[config.mk]
export PLATFORM = sky130hd
export DESIGN_NAME = simon128_256_decrypt
export DESIGN_NICKNAME = d
export VERILOG_FILES = /design/src/rtl/simon128_256_decrypt.sv
export SDC_FILE = /design/constraint.sdc
export NUM_CORES = 1
export LEC_CHECK = 0
export CAP_MARGIN = 15
export CORE_MARGIN = 1
export CORE_UTILIZATION = 35
export DETAILED_ROUTE_END_ITERATION = 8
export DONT_BUFFER_PORTS = 1
export SYNTH_ARGS = -nofsm -noshare
export SYNTH_HDL_FRONTEND = slang
export SYNTH_SLANG_ARGS = --single-unit
[constraint.sdc]
create_clock -name clk -period 9.6 [get_ports clk]
set_clock_uncertainty 0.2 [all_clocks]
set_input_delay 1.92 -clock clk [delete_from_list [all_inputs] [get_ports clk]]
set_output_delay 1.92 -clock clk [all_outputs]
set_load 0.02 [all_outputs]
[src/rtl/simon128_256_decrypt.sv]
// simon128_256_decrypt
//   Simon128/256 block decryption core. Accepts a ciphertext block, runs the
//   72 inverse rounds from round ROUNDS-1 down to 0 and returns the plaintext.
//   Round keys are fetched one at a time over the key_schedule read port.
//   Only one read is outstanding at any time.
//
// Ports
//   clk            cfg-domain clock, rising edge
//   rst            asynchronous active-low reset
//   key_addr       round-key index requested (registered)
//   key_rd_en      one-cycle read strobe to key_schedule
//   key_data       round key returned
//   key_data_vld   qualifies key_data for the outstanding read
//   key_invalidate pulse when the key schedule is recomputed
//   s_tdata/s_tvalid/s_tready   ciphertext stream, [127:64]=x, [63:0]=y
//   m_tdata/m_tvalid/m_tready   plaintext stream,  [127:64]=x, [63:0]=y
//
// Build option
//   SIMON_DEC_KEY_CACHE_EN  keeps a local copy of the round keys. Once a full
//   schedule has been fetched, later blocks run one round per cycle from the
//   copy. key_invalidate discards the copy. Without the macro key_invalidate
//   is unused and every block fetches its keys.

module simon128_256_decrypt #(
  parameter int ROUNDS         = 72,
  parameter int KEY_ADDR_WIDTH = 9,
  parameter int WORD_WIDTH     = 64
) (
  input  logic                      clk,
  input  logic                      rst,
  output logic [KEY_ADDR_WIDTH-1:0] key_addr,
  output logic                      key_rd_en,
  input  logic [WORD_WIDTH-1:0]     key_data,
  input  logic                      key_data_vld,
  input  logic                      key_invalidate,
  input  logic [2*WORD_WIDTH-1:0]   s_tdata,
  input  logic                      s_tvalid,
  output logic                      s_tready,
  output logic [2*WORD_WIDTH-1:0]   m_tdata,
  output logic                      m_tvalid,
  input  logic                      m_tready
);

  localparam int RW = $clog2(ROUNDS);
  localparam logic [RW-1:0] LAST_ROUND = RW'(ROUNDS - 1);

  typedef enum logic [2:0] {
    IDLE = 3'd0,
    REQ  = 3'd1,
    WAIT = 3'd2,
    OUT  = 3'd3,
    ITER = 3'd4
  } state_t;

  function automatic logic [WORD_WIDTH-1:0] rotl(input logic [WORD_WIDTH-1:0] a,
                                                 input int n);
    return (a << n) | (a >> (WORD_WIDTH - n));
  endfunction

  function automatic logic [WORD_WIDTH-1:0] simon_f(input logic [WORD_WIDTH-1:0] a);
    return (rotl(a, 1) & rotl(a, 8)) ^ rotl(a, 2);
  endfunction

  // Inverse round: returns {x_next, y_next}.
  function automatic logic [2*WORD_WIDTH-1:0] inv_round(input logic [WORD_WIDTH-1:0] x,
                                                        input logic [WORD_WIDTH-1:0] y,
                                                        input logic [WORD_WIDTH-1:0] k);
    return {y, x ^ simon_f(y) ^ k};
  endfunction

  state_t                    state_q, state_d;
  logic [RW-1:0]             r_q, r_d;
  logic                      key_rd_en_q, key_rd_en_d;
  logic [KEY_ADDR_WIDTH-1:0] key_addr_q, key_addr_d;
  logic                      m_tvalid_q, m_tvalid_d;
  logic [2*WORD_WIDTH-1:0]   m_tdata_q, m_tdata_d;
  logic [WORD_WIDTH-1:0]     x_q, x_d, y_q, y_d;

`ifdef SIMON_DEC_KEY_CACHE_EN
  logic [WORD_WIDTH-1:0]     cache_q [ROUNDS];
  logic                      cache_we;
  logic                      cache_valid_q, cache_valid_d;
  // Cleared by key_invalidate during a fetch run so a half-stale schedule
  // is never marked valid.
  logic                      fill_ok_q, fill_ok_d;
`else
  logic                      unused_key_invalidate;
  assign unused_key_invalidate = key_invalidate;
`endif

  always_comb begin
    state_d     = state_q;
    r_d         = r_q;
    key_addr_d  = key_addr_q;
    m_tvalid_d  = m_tvalid_q;
    m_tdata_d   = m_tdata_q;
    x_d         = x_q;
    y_d         = y_q;
    case (state_q)
      IDLE: begin
        if (s_tvalid) begin
          x_d = s_tdata[2*WORD_WIDTH-1:WORD_WIDTH];
          y_d = s_tdata[WORD_WIDTH-1:0];
          r_d = LAST_ROUND;
`ifdef SIMON_DEC_KEY_CACHE_EN
          state_d = (cache_valid_q && !key_invalidate) ? ITER : REQ;
`else
          state_d = REQ;
`endif
        end
      end
      REQ: state_d = WAIT;
      WAIT: begin
        if (key_data_vld) begin
          {x_d, y_d} = inv_round(x_q, y_q, key_data);
          if (r_q == '0) begin
            state_d = OUT;
          end else begin
            r_d     = r_q - 1'b1;
            state_d = REQ;
          end
        end
      end
`ifdef SIMON_DEC_KEY_CACHE_EN
      ITER: begin
        {x_d, y_d} = inv_round(x_q, y_q, cache_q[r_q]);
        if (r_q == '0) begin
          state_d = OUT;
        end else begin
          r_d = r_q - 1'b1;
        end
      end
`endif
      OUT: begin
        // First OUT cycle loads the output register; afterwards hold it
        // until the sink takes it.
        if (!m_tvalid_q) begin
          m_tvalid_d = 1'b1;
          m_tdata_d  = {x_q, y_q};
        end else if (m_tready) begin
          m_tvalid_d = 1'b0;
          r_d        = LAST_ROUND;
          state_d    = IDLE;
        end
      end
      default: state_d = IDLE;
    endcase
    key_rd_en_d = (state_d == REQ);
    if (state_d == REQ) begin
      key_addr_d = {{(KEY_ADDR_WIDTH-RW){1'b0}}, r_d};
    end
  end

`ifdef SIMON_DEC_KEY_CACHE_EN
  assign cache_we = (state_q == WAIT) && key_data_vld;

  always_comb begin
    cache_valid_d = cache_valid_q;
    fill_ok_d     = fill_ok_q;
    if ((state_q == IDLE) && s_tvalid) fill_ok_d = 1'b1;
    if (cache_we && (r_q == '0) && fill_ok_q) cache_valid_d = 1'b1;
    if (key_invalidate) begin
      cache_valid_d = 1'b0;
      fill_ok_d     = 1'b0;
    end
  end

  always_ff @(posedge clk or negedge rst) begin
    if (!rst) begin
      cache_valid_q <= 1'b0;
      fill_ok_q     <= 1'b0;
    end else begin
      cache_valid_q <= cache_valid_d;
      fill_ok_q     <= fill_ok_d;
    end
  end

  always_ff @(posedge clk) begin
    if (cache_we) cache_q[r_q] <= key_data;
  end
`endif

  always_ff @(posedge clk or negedge rst) begin
    if (!rst) begin
      state_q     <= IDLE;
      r_q         <= LAST_ROUND;
      key_rd_en_q <= 1'b0;
      key_addr_q  <= '0;
      m_tvalid_q  <= 1'b0;
      m_tdata_q   <= '0;
    end else begin
      state_q     <= state_d;
      r_q         <= r_d;
      key_rd_en_q <= key_rd_en_d;
      key_addr_q  <= key_addr_d;
      m_tvalid_q  <= m_tvalid_d;
      m_tdata_q   <= m_tdata_d;
    end
  end

  // Working block state carries no reset; it is always loaded on accept.
  always_ff @(posedge clk) begin
    x_q <= x_d;
    y_q <= y_d;
  end

  assign s_tready  = (state_q == IDLE);
  assign key_rd_en = key_rd_en_q;
  assign key_addr  = key_addr_q;
  assign m_tvalid  = m_tvalid_q;
  assign m_tdata   = m_tdata_q;

endmodule

==> implementation parameters <==
Parameter                              Value

Critical path
  Critical path fanouts, max    16
  Critical Setup Path Class    reg -> out
  Critical path launch point    state_q[2]
  Reg-to-reg endpoint    r_q[1]
  Required time of the critical path    7480 ps
  Kind of start point of the critical path    flip-flop
  Register-to-register path setup slack    ~7000 ps
  CP Buf/Inv Count    0
  Depth of the worst register-to-register path    6
  Kind of cell with the highest combined delay on the critical path    simple AND/OR/NAND/NOR gates
  Critical Path Max Stage Delay    ~580 ps
  Critical-path top delay cell    dfrtp_1
  Worst R2R Start    r_q[0]
  Crit path arrival time    between 1500 and 2000 ps
  Setup crit end kind    output port
  Sequence of cells on the critical path    or2_2, nor2_1

Hold path
  End point of the worst hold path    m_tdata[101]
  Number of cells traversed by the worst hold path    1
  Tightest Hold Check Type    reg -> reg
  Launch point of the worst hold path    x_q[37]

Global routing
  Met3 routing resource usage after global routing    0.0550
  Global-route wire length before repair    a little over 50 mm
  GRT Max-Usage Layer    met2
  Initial antenna violation count    0
  Global-route total usage across every layer    0.178
  GR Util met1    0.227
  Maximum number of pins on one net before global-route repair    between 100 and 150
  Number of global-route vias before repair    approximately 8300
  Total gr overflow    0
  Met2 layer usage reported by global route    0.293

Timing
  Minimum hold slack    approximately 320 ps
  RSZ-0062 raised after global routing    no
  Fin. max-slew vios    0
  Final total negative setup slack    0 ps
  Number of hold violations in the final report    0
  Achievable frequency    around 250 MHz
  Slew of the pin with the lowest slew margin    just over 1000 ps
  Worst-case headroom to the max-slew limit    0.316
  Final setup fails    0
  Final critical-path required period    between 4000 and 5000 ps
  Period utilization    0.419

Floorplanning
  Starting density of the core    0.355
  Die Outline Area    about 38000 sq um
  X dimension of the die    ~200 um
  Site Rows    70
  Core area    roughly 37000 sq um
  Top-level port count    338
  Vert. Die Dim    roughly 200 um

Clock network
  CTS HTree Levels    1
  Gates resized, CTS repair    0
  Number of clock buffers inserted by TritonCTS    30
  Max clock buf depth    3
  Clock-pin slew of the registers on the worst-case setup and hold paths    60 ps
  # hold bufs at CTS    0
  Number of buffers inserted by post-CTS setup repair    0
  Root buffer selected by CTS    clkbuf_16
  Clk sink count    between 200 and 300
  Clk_lat worst skew    approximately 560 ps
  CTS tree    built

Synth
  Number of enable-type register cells in the synthesized netlist    around 130
  Post-synthesis cell area    roughly 13000 sq um
  Unique masters post-synth    53
  Yosys synthesis warning count    0
  Synthesized flop and latch total    275
  Sequential-to-total area share from yosys stat    0.579
  Post-synthesis instance total    1112
  Top FF cell, synth    dfrtp_1
  Avg Synthesized Cell Area    about 12 sq um
  Proportion of synthesized flip-flops having asynchronous set or reset    0.535

Routing
  Total Routed Length    between 30 and 40 mm
  Number of detailed-route iterations in the first pass    5
  Number of violations reported at the end of detailed-routing iteration 0    around 430
  Post-detailed-route DRC marker count    0
  Drt wl/cell    between 20 and 25 um
  Vias per cell    roughly 5.1
  Vias    between 8000 and 9000
  Remaining antenna violation count    0

Power
  Total power per unit cell area    roughly 210 nW/um^2
  Largest voltage drop on the vdd net    ~130 uV
  Static power due to leakage    a little over 6 nW

Outcome
  Run status    complete, no violations

Layout
  Fraction of layout instances using a drive strength above 1    0.177
  Final net count    ~1300
  Leading cell types in the layout, fill and taps excluded    nand2_1 (330), dfrtp_1 (143), mux2_2 (129), xnor2_1 (128), edfxtp_1 (128)
  Number of inserted diodes    0
  Most frequent standard cell in the layout excluding fill and tap cells    nand2_1
  Number of non-filler instances in the completed layout    approximately 1600
  Relative area change from synthesis to final layout    11.3%

Placement
  Number of port buffers    0
  Dpl cells    1540
  Final estimated routing congestion in global placement    just over 0.8
  DP Wirelength    23.9 mm

Job
  Max-cap check violation count    0
## cell families (layout without fill, tap and decap cells)
logic type | after synthesis | after routing | share of synthesized area
fa+ha+maj | 2 | 2 | 0.00192
other cells | 1 | 3 | 0.000288
mux | 133 | 133 | 0.115
buf+inv | 56 | 69 | 0.0205
flops | 275 | 275 | 0.579
simple gates | 359 | 359 | 0.109
compound gates | 94 | 94 | 0.0451
xor+xnor | 192 | 192 | 0.129
## worst max-delay path by stage
stage / end / slack (ps) / depth (start not counted)
4_1_cts: s_tready / 5540 / 2
3_5_place_dp: x_q[42] / 5970 / 3
2_1_floorplan: x_q[0] / 560 / 2
3_3_place_gp: y_q[42] / 5980 / 3
6_report: s_tready / 5580 / 2
5_1_grt: s_tready / 5470 / 2
## layout make-up
class / instances / area, sq um
Clock buffer: 39 / 836
Tap cell: 468 / 586
Fill cell: 3589 / 22100
Sequential cell: 275 / 7530
Multi-Input combinational cell: 783 / 5250
Inverter: 6 / 22.5
Timing Repair Buffer: 8 / 60.1
Clock inverter: 16 / 204
## routing by layer
layer	wire length, um	vias to the layer above
met2	16500	294
met1	14300	4076
met3	3140	42
li1	-	3729
met5	0	-
met4	673	0
## sequential cells by signal, summed over array words and instances (netlist names)
signal,count
key_addr,7
key_rd_en,1
m_tdata,128
m_tvalid,1
r_q,7
state_q,3
x_q,64
y_q,64
## through the flow
stage | worst slack (ps) | utilization | power [W] | area, sq um
4_1_cts | 5540 | 0.396 | 0.00312 | 14500
3_3_place_gp | 5980 | 0.367 | 0.00188 | 13400
6_report | 5580 | 0.396 | 0.00309 | 14500
3_5_place_dp | 5970 | 0.367 | 0.00190 | 13400
5_1_grt | 5470 | 0.396 | 0.00321 | 14500
2_1_floorplan | 563 | - | 0.00181 | 13000
## power breakdown
part           switching [W]  internal [W]
logic               0.000146      0.000158
clock network       0.000474      0.000743
registers           0.000205       0.00136
total               0.000824       0.00226
## synthesized netlist by cell type (2+ instances only)
cell | count | area (sq um)
nor3_1 | 3 | 15.0
o21ai_0 | 69 | 345
buf_2 | 15 | 75.1
edfxtp_1 | 128 | 3840
nand4_1 | 4 | 25.0
buf_4 | 3 | 22.5
xnor2_1 | 128 | 1120
mux2_2 | 129 | 1450
or2_2 | 2 | 12.5
a21o_1 | 2 | 15.0
a31oi_1 | 2 | 12.5
nor2_1 | 8 | 30.0
dfrtp_1 | 143 | 3580
xor2_1 | 64 | 561
dfstp_2 | 4 | 105
nand2_1 | 330 | 1240
or4b_1 | 2 | 20.0
buf_6 | 2 | 22.5
inv_1 | 6 | 22.5
a21oi_1 | 4 | 20.0
mux2_1 | 2 | 22.5
clkbuf_1 | 21 | 78.8
nor3b_1 | 3 | 22.5
ha_1 | 2 | 25.0
nand2b_1 | 2 | 12.5
buf_1 | 7 | 26.3
Note: power is estimated with default switching activity, not from simulation.
